[config.mk]
export PLATFORM = sky130hd
export DESIGN_NAME = instruction_fetch_queue
export DESIGN_NICKNAME = d
export VERILOG_FILES = /design/src/rtl/instruction_fetch_queue.sv
export SDC_FILE = /design/constraint.sdc
export NUM_CORES = 1
export LEC_CHECK = 0
export BUFFER_PORTS_ARGS = -buffer_cell sky130_fd_sc_hd__buf_2
export CAP_MARGIN = 0
export CELL_PAD_IN_SITES_DETAIL_PLACEMENT = 0
export CELL_PAD_IN_SITES_GLOBAL_PLACEMENT = 1
export CORE_UTILIZATION = 49
export CTS_CLUSTER_DIAMETER = 60
export DETAILED_ROUTE_END_ITERATION = 12
export PLACE_DENSITY = 0.84
export SLEW_MARGIN = 20
export SYNTH_ARGS = -nofsm -noshare
export SYNTH_HDL_FRONTEND = slang
export SYNTH_SLANG_ARGS = --single-unit
[constraint.sdc]
create_clock -name clk -period 2.95 [get_ports clk]
set_clock_uncertainty 0.15 [all_clocks]
set_input_delay 0.4425 -clock clk [delete_from_list [all_inputs] [get_ports clk]]
set_output_delay 0.4425 -clock clk [all_outputs]
set_load 0.02 [all_outputs]
[src/rtl/instruction_fetch_queue.sv]
// Fetch stage: owns the fetch PC, reads program memory and queues {instr, pc} for execute.
// Define FETCH_QUEUE_BYPASS_EN to forward a response straight to out_* when the queue is empty.
module instruction_fetch_queue #(
    parameter int          PROGRAM_MEMORY_SIZE_WORDS = 64,
    parameter int          FETCH_QUEUE_DEPTH         = 4,
    parameter logic [31:0] RESET_PC                  = 32'h0
) (
    input  logic                                         clk,
    input  logic                                         reset,
    output logic                                         mem_req,
    output logic [$clog2(PROGRAM_MEMORY_SIZE_WORDS)-1:0] mem_addr,
    input  logic [31:0]                                  mem_rdata,
    input  logic                                         redirect_valid,
    input  logic [31:0]                                  redirect_pc,
    output logic                                         out_valid,
    input  logic                                         out_ready,
    output logic [31:0]                                  out_instruction,
    output logic [31:0]                                  out_pc
);

    localparam int AW = $clog2(PROGRAM_MEMORY_SIZE_WORDS);
    localparam int PW = $clog2(FETCH_QUEUE_DEPTH);
    localparam int CW = PW + 1;
    localparam logic [PW-1:0] PTR_ONE = 1;
    localparam logic [CW-1:0] CNT_ONE = 1;
    localparam logic [CW:0]   DEPTH_V = FETCH_QUEUE_DEPTH;

    typedef enum logic {
        S_WAIT,
        S_RUN
    } state_t;

    state_t        state;
    state_t        state_next;
    logic [31:0]   fetch_pc;
    logic          inflight;
    logic [31:0]   inflight_pc;
    logic [31:0]   q_instr [FETCH_QUEUE_DEPTH];
    logic [31:0]   q_pc    [FETCH_QUEUE_DEPTH];
    logic [PW-1:0] rd_ptr;
    logic [PW-1:0] wr_ptr;
    logic [CW-1:0] count;
    logic [CW:0]   used;
    logic          credit;
    logic          empty;
    logic          bypass;
    logic          fire;
    logic          pop;
    logic          push;
    logic          unused_low_bits;

    assign unused_low_bits = ^redirect_pc[1:0];

    assign empty  = (count == '0);
    assign used   = {1'b0, count} + {{CW{1'b0}}, inflight};
    assign credit = (used < DEPTH_V);

    always_comb begin
        state_next = state;
        mem_req    = 1'b0;
        case (state)
            S_WAIT: state_next = S_RUN;
            S_RUN:  mem_req    = credit & ~redirect_valid;
            default: state_next = S_WAIT;
        endcase
    end

    assign mem_addr = fetch_pc[AW+1:2];

`ifdef FETCH_QUEUE_BYPASS_EN
    assign bypass = empty & inflight;
`else
    assign bypass = 1'b0;
`endif

    assign out_valid       = ~empty | bypass;
    assign out_instruction = bypass ? mem_rdata : q_instr[rd_ptr];
    assign out_pc          = bypass ? inflight_pc : q_pc[rd_ptr];

    assign fire = out_valid & out_ready;
    assign pop  = fire & ~empty;
    // A redirect discards the response arriving with it unless execute takes it live.
    assign push = inflight & ~redirect_valid & ~(bypass & out_ready);

    always_ff @(posedge clk or negedge reset) begin
        if (!reset) begin
            state       <= S_WAIT;
            fetch_pc    <= RESET_PC;
            inflight    <= 1'b0;
            inflight_pc <= '0;
            rd_ptr      <= '0;
            wr_ptr      <= '0;
            count       <= '0;
        end else begin
            state    <= state_next;
            inflight <= mem_req;
            if (mem_req) begin
                inflight_pc <= fetch_pc;
                fetch_pc    <= fetch_pc + 32'd4;
            end
            if (redirect_valid) begin
                fetch_pc <= {redirect_pc[31:2], 2'b00};
                rd_ptr   <= '0;
                wr_ptr   <= '0;
                count    <= '0;
            end else begin
                if (push) wr_ptr <= wr_ptr + PTR_ONE;
                if (pop)  rd_ptr <= rd_ptr + PTR_ONE;
                case ({push, pop})
                    2'b10:   count <= count + CNT_ONE;
                    2'b01:   count <= count - CNT_ONE;
                    default: ;
                endcase
            end
        end
    end

    always_ff @(posedge clk or negedge reset) begin
        if (!reset) begin
            for (int i = 0; i < FETCH_QUEUE_DEPTH; i++) begin
                q_instr[i] <= '0;
                q_pc[i]    <= '0;
            end
        end else if (push) begin
            q_instr[wr_ptr] <= mem_rdata;
            q_pc[wr_ptr]    <= inflight_pc;
        end
    end

endmodule
# Word-level counts from Yosys, hierarchy flattened
# Index checks and enable logic that the tools add are counted.
[classes]
n_bitwise = 8
n_mux = 19
addsub = 6
n_eq_ne = 2
magnitude_cmp = 4
n_reduce_logical = 6
[ops]
columns = ["op", "n"]
rows = [
  ["$bwmux W128", 2],
  ["$mux W32", 7],
  ["$bmux W32 S2", 2],
  ["$demux W32 S2", 1],
  ["$add A32 B3 Y32 const B", 1],
  ["$mux W2", 4],
  ["$ge A3 B3 Y1 const B", 2],
  ["$not A2 Y3", 2],
  ["$pmux W3 S2", 1],
  ["$reduce_bool A2 Y1", 3],
  ["$add A2 B1 Y2 const B", 2],
  ["$add A3 B1 Y4", 1],
  ["$and A1 B1 Y1", 4],
  ["$lt A4 B3 Y1 const B", 1],
  ["$add A3 B1 Y3 const B", 1],
  ["$logic_not A3 Y1", 1],
  ["$lt A3 B1 Y1 const B", 1],
  ["$mux W3", 1],
  ["$reduce_bool A3 Y1", 1],
  ["$sub A3 B1 Y3 const B", 1],
  ["$eq A2 B1 Y1 const B", 1],
  ["$eq A2 B2 Y1 const B", 1],
  ["$not A1 Y1", 2],
  ["$logic_and A1 B1 Y1", 1],
  ["$mux W1", 1],
]
[totals]
in_bits = 68
out_inout_bits = 72
wordCells = 60
ff_bits = 329

# Longest topological paths before layout
[depth]
depth_word = 7
depth_mapped = 9
mapped_depth_nobuf = 7

# Worst setup path after synthesis
# Ideal clock, no wire load.
[synth_path]
path_type = "reg-to-reg"
startpoint = "register count[0]"
endpoint = "register count[2]"
required_time_ps = 2668
stages_incl_launch_ff = 8
slack_ps = 642
setup_time_ps = 132
path_buffers = 0
arrival_ps = 2026
synth_period_minus_slack_ps = 2308
path_cell_list = "dfrtp_1 o31ai_1 nor2_1 fa_1 or3_1 nand2_1 xnor2_1 nor2_1"
[synth_via]
elab_chain_cells = 7
elab_cells_between_ends = 11
classes_between = "add/sub (2); eq/ne (2); mux (2); bitwise (3); reduce/logical (2)"
[synth_rtl]
columns = ["element", "line_no", "source"]
rows = [
  ["start, declared", "42", "logic [CW-1:0] count;"],
  ["start signal, assigned", "110", "2'b10: count <= count + CNT_ONE;"],
  ["start signal, assigned", "111", "2'b01: count <= count - CNT_ONE;"],
  ["$logic_not A3 Y1", "54", "assign empty = (count == '0);"],
  ["$not A1 Y1", "76, 81", ""],
  ["$and A1 B1 Y1", "80", "assign fire = out_valid & out_ready;"],
  ["$and A1 B1 Y1", "81", "assign pop = fire & ~empty;"],
  ["$eq A2 B1 Y1 or $eq A2 B2 Y1 (tied branches)", "109", "case ({push, pop})"],
  ["$pmux W3 S2", "109", ""],
  ["$mux W3", "101", "if (redirect_valid) begin"],
]
# Several ways; a longest one is shown, not always the timed one.
# A chain may end at the register's enable or synchronous reset.

# Worst setup path in the final report
[layout_path]
startpoint = "register rd_ptr[0]"
endpoint = "output out_instruction[17]"
[layout_via]
elab_chain_cells = 4
[layout_rtl]
columns = ["element", "line_no", "source"]
rows = [
  ["start, declared", "40", "logic [PW-1:0] rd_ptr;"],
  ["start signal, assigned", "108", "if (pop) rd_ptr <= rd_ptr + PTR_ONE;"],
  ["$not A2 Y3 (implied by the code)", "77", "assign out_instruction = bypass ? mem_rdata : q_instr[rd_ptr];"],
  ["$bmux W32 S2", "77", ""],
  ["$mux W32 (implied by the code) (2 in series)", "77", ""],
  ["end, declared", "17", "output logic [31:0] out_instruction,"],
]
# No other way between the ends. The select of a mux whose other input is x is not followed.

==> out/metrics.cfg <==
[outcome]
outcome = finished, final reports clean

[logic_synthesis]
ys_ff_latch = 317
netlist_area_mm2 = 0.0141
synth-main-ff-cell = dfrtp_1
synthArstFlopShare = 1.00
synth_edf_count = 0
synth_area_leaders = dfrtp_1, mux2_2, mux4_2, nand2_1, buf_2
yosysWarnings = 0
ys_seq_area_frac = 0.564
synth_area_per_cell_um2 = 14.2
synth_cell_types = 50
syn_inst = 992
yosys.area.top_type = dfrtp_1
synth_top_cell_area_share = 0.564

[finish]
drive_gt1_frac = 0.468
final_nets = 1204
area_delta_synth_final_pct = 17.0
most-common-layout-cells = dfrtp_1, mux2_2, buf_2
antennaDiodeCount = 0
final_common_cell = dfrtp_1

[die]
dieArea_mm2 = 0.0294
core_mm2 = 0.0280
initial_core_util = 0.503
rows = 61
ios = 140
dieHeight_um = 171
die_x_um = 171

[grt]
grt_first_pass_wirelength_um = 47200
globalRoute.busiestLayer = met2
antenna_found_initial = 0
grt_util_met2 = 0.331
grt_max_degree = 99
use_met1 = 0.287
grt_pass1_vias = 8796
grt_overflow = 0
grt_usage = 0.206
met3_usage = 0.0352

[power_and_ir_drop]
powerDensity_mw_per_mm2 = 957
ir_drop_uv = 483
power.leakage_uw = 0.00781

[sta]
slew-limit-headroom = 0.363
grt_setup_unrepaired = no
setup_tns_ps = 0
period_minus_slack_ps = 2800
report.final.slew_viol_count = 0
finalHoldViolCount = 0
tightest_slew_ps = 952
layout_setup_ws_ps = 153
setup-violations-final = 0
fin_crit_sh = 0.948
fmax_mhz = 357

[detailed_routing]
vias = 8553
wl_um = 29000
route.detailed.drc = 0
firstDrtPassIters = 7
viasPerCell = 5.58
drt_iter0_drc = 420
wl_per_cell_um = 19.0
antenna_left = 0

[cts]
cts_sinks = 317
post-cts-setup-buffers = 0
cts_buffers = 35
clockRootBuffer = clkbuf_16
ctsResizeCount = 0
cts_buffer_depth = 3
clkLatencyLatePin_ps = 510
htreeDepth = 2
cts_tree = yes
clk_pin_slew_ps = 60

[placement]
gp_congestion = 0.808
place_ws_ps = 458
hpwl_um = 19000
numPortBuffers = 135

[critical_path]
worst-endpoint-arrival_ps = 2200
cp-start-kind = register
cp_cell_sequence = buf_12, mux4_2, buf_2
cp.required_ps = 2360
slowest_delay_ps = 630
crit_type = reg -> out
cp-end-kind = primary output
path_max_fanout = 31
slowest_stage = dfrtp_4

[hold_path]
min_path_type = in -> reg

[flow_run]
maxCapViolations = 0

worst max-delay path, delay by kind of cell, from the launching register on:
| family | cells | cell delay [ps] |
|---|---|---|
| DFF | 1 | 630 |
| muxes | 1 | 570 |
| buffers and inverters | 2 | 490 |
synth_stat cells (3+ instances only):
master	n
mux2i_1	4
xnor2_1	4
nand3_1	15
o311ai_0	12
nor2b_1	6
a41oi_1	3
or3_1	3
nand2_1	129
nor2_1	18
mux2_2	248
a221o_1	3
clkbuf_1	18
nand3b_1	4
nor3b_1	3
dfrtp_1	317
buf_4	9
a31oi_1	3
a21oi_1	4
ha_1	5
nand4_1	6
o211ai_1	8
o21ai_0	24
buf_2	33
nand2b_1	3
inv_1	5
and3_1	5
xor2_1	4
mux4_2	62
buf_1	7
layer usage:
metal / vias to the layer above / wire, um
met1: 4423 / 13000
li1: 3892 / -
met2: 192 / 13900
met4: 0 / 656
met5: - / 0
met3: 46 / 1440
stage by stage:
stage               std cells  hold slack (ps)   util  total power, uW  cell area [um^2]
floorplan                 993            -3.09      -             9850             14100
global placement         1468              331  0.545            11300             15300
detailed placement       1468              337  0.545            11500             15300
CTS                      1532             3.20  0.588            16000             16500
global route             1532             16.8  0.588            16700             16500
finish                   1532             18.0  0.588            15800             16500
layout make-up:
| type | instances | area (um^2) |
|---|---|---|
| multi-input combinational | 604 | 5820 |
| inverter | 5 | 18.8 |
| clock inverter | 9 | 126 |
| sequential | 317 | 7940 |
| timing repair buffer | 167 | 1050 |
| clock buffer | 52 | 1050 |
| fill | 2225 | 11500 |
| tap | 378 | 473 |
sequential cells by signal, indices dropped and copies added, names as in the netlist:
name and cells:
q_pc 120, state 1, q_instr 128, count 3
fetch_pc 30, wr_ptr 2, inflight_pc 30, inflight 1
rd_ptr 2
cell families after synthesis:
kind of cell | share of synthesized area
simple gates | 0.0688
fa+ha+maj | 0.00587
buf+inv | 0.0245
mux | 0.300
xor+xnor | 0.00498
other cells | 0.000534
flops | 0.564
compound gates | 0.0313
worst paths after layout:
| path | startpoint | endpoint | slack [ps] | cells after the start |
|---|---|---|---|---|
| setup / recovery | rd_ptr[0] | out_instruction[17] | 150 | 3 |
| hold / removal | redirect_pc[20] | fetch_pc[20] | 20 | 3 |
| setup reg to reg | inflight | count[2] | 540 | 7 |
| hold reg to reg | q_pc[61] | q_pc[61] | 350 | 1 |
| max in group asynchronous | reset | q_pc[79] | 1420 | 3 |
| min in group asynchronous | reset | q_instr[77] | 380 | 2 |
report_power, final:
part	total (uW)	leakage [uW]	switching (uW)	internal, uW
clock network	4430	0.000578	1700	2730
logic	4870	0.00311	2380	2490
registers	6460	0.00413	886	5580
timing repair:
item                                    in CTS  in global routing
endpoints found under the setup margin       0                  0
hold buffers                                 3                  0
endpoints found under the hold margin       91                  0
(Power assumes the default switching activity.)
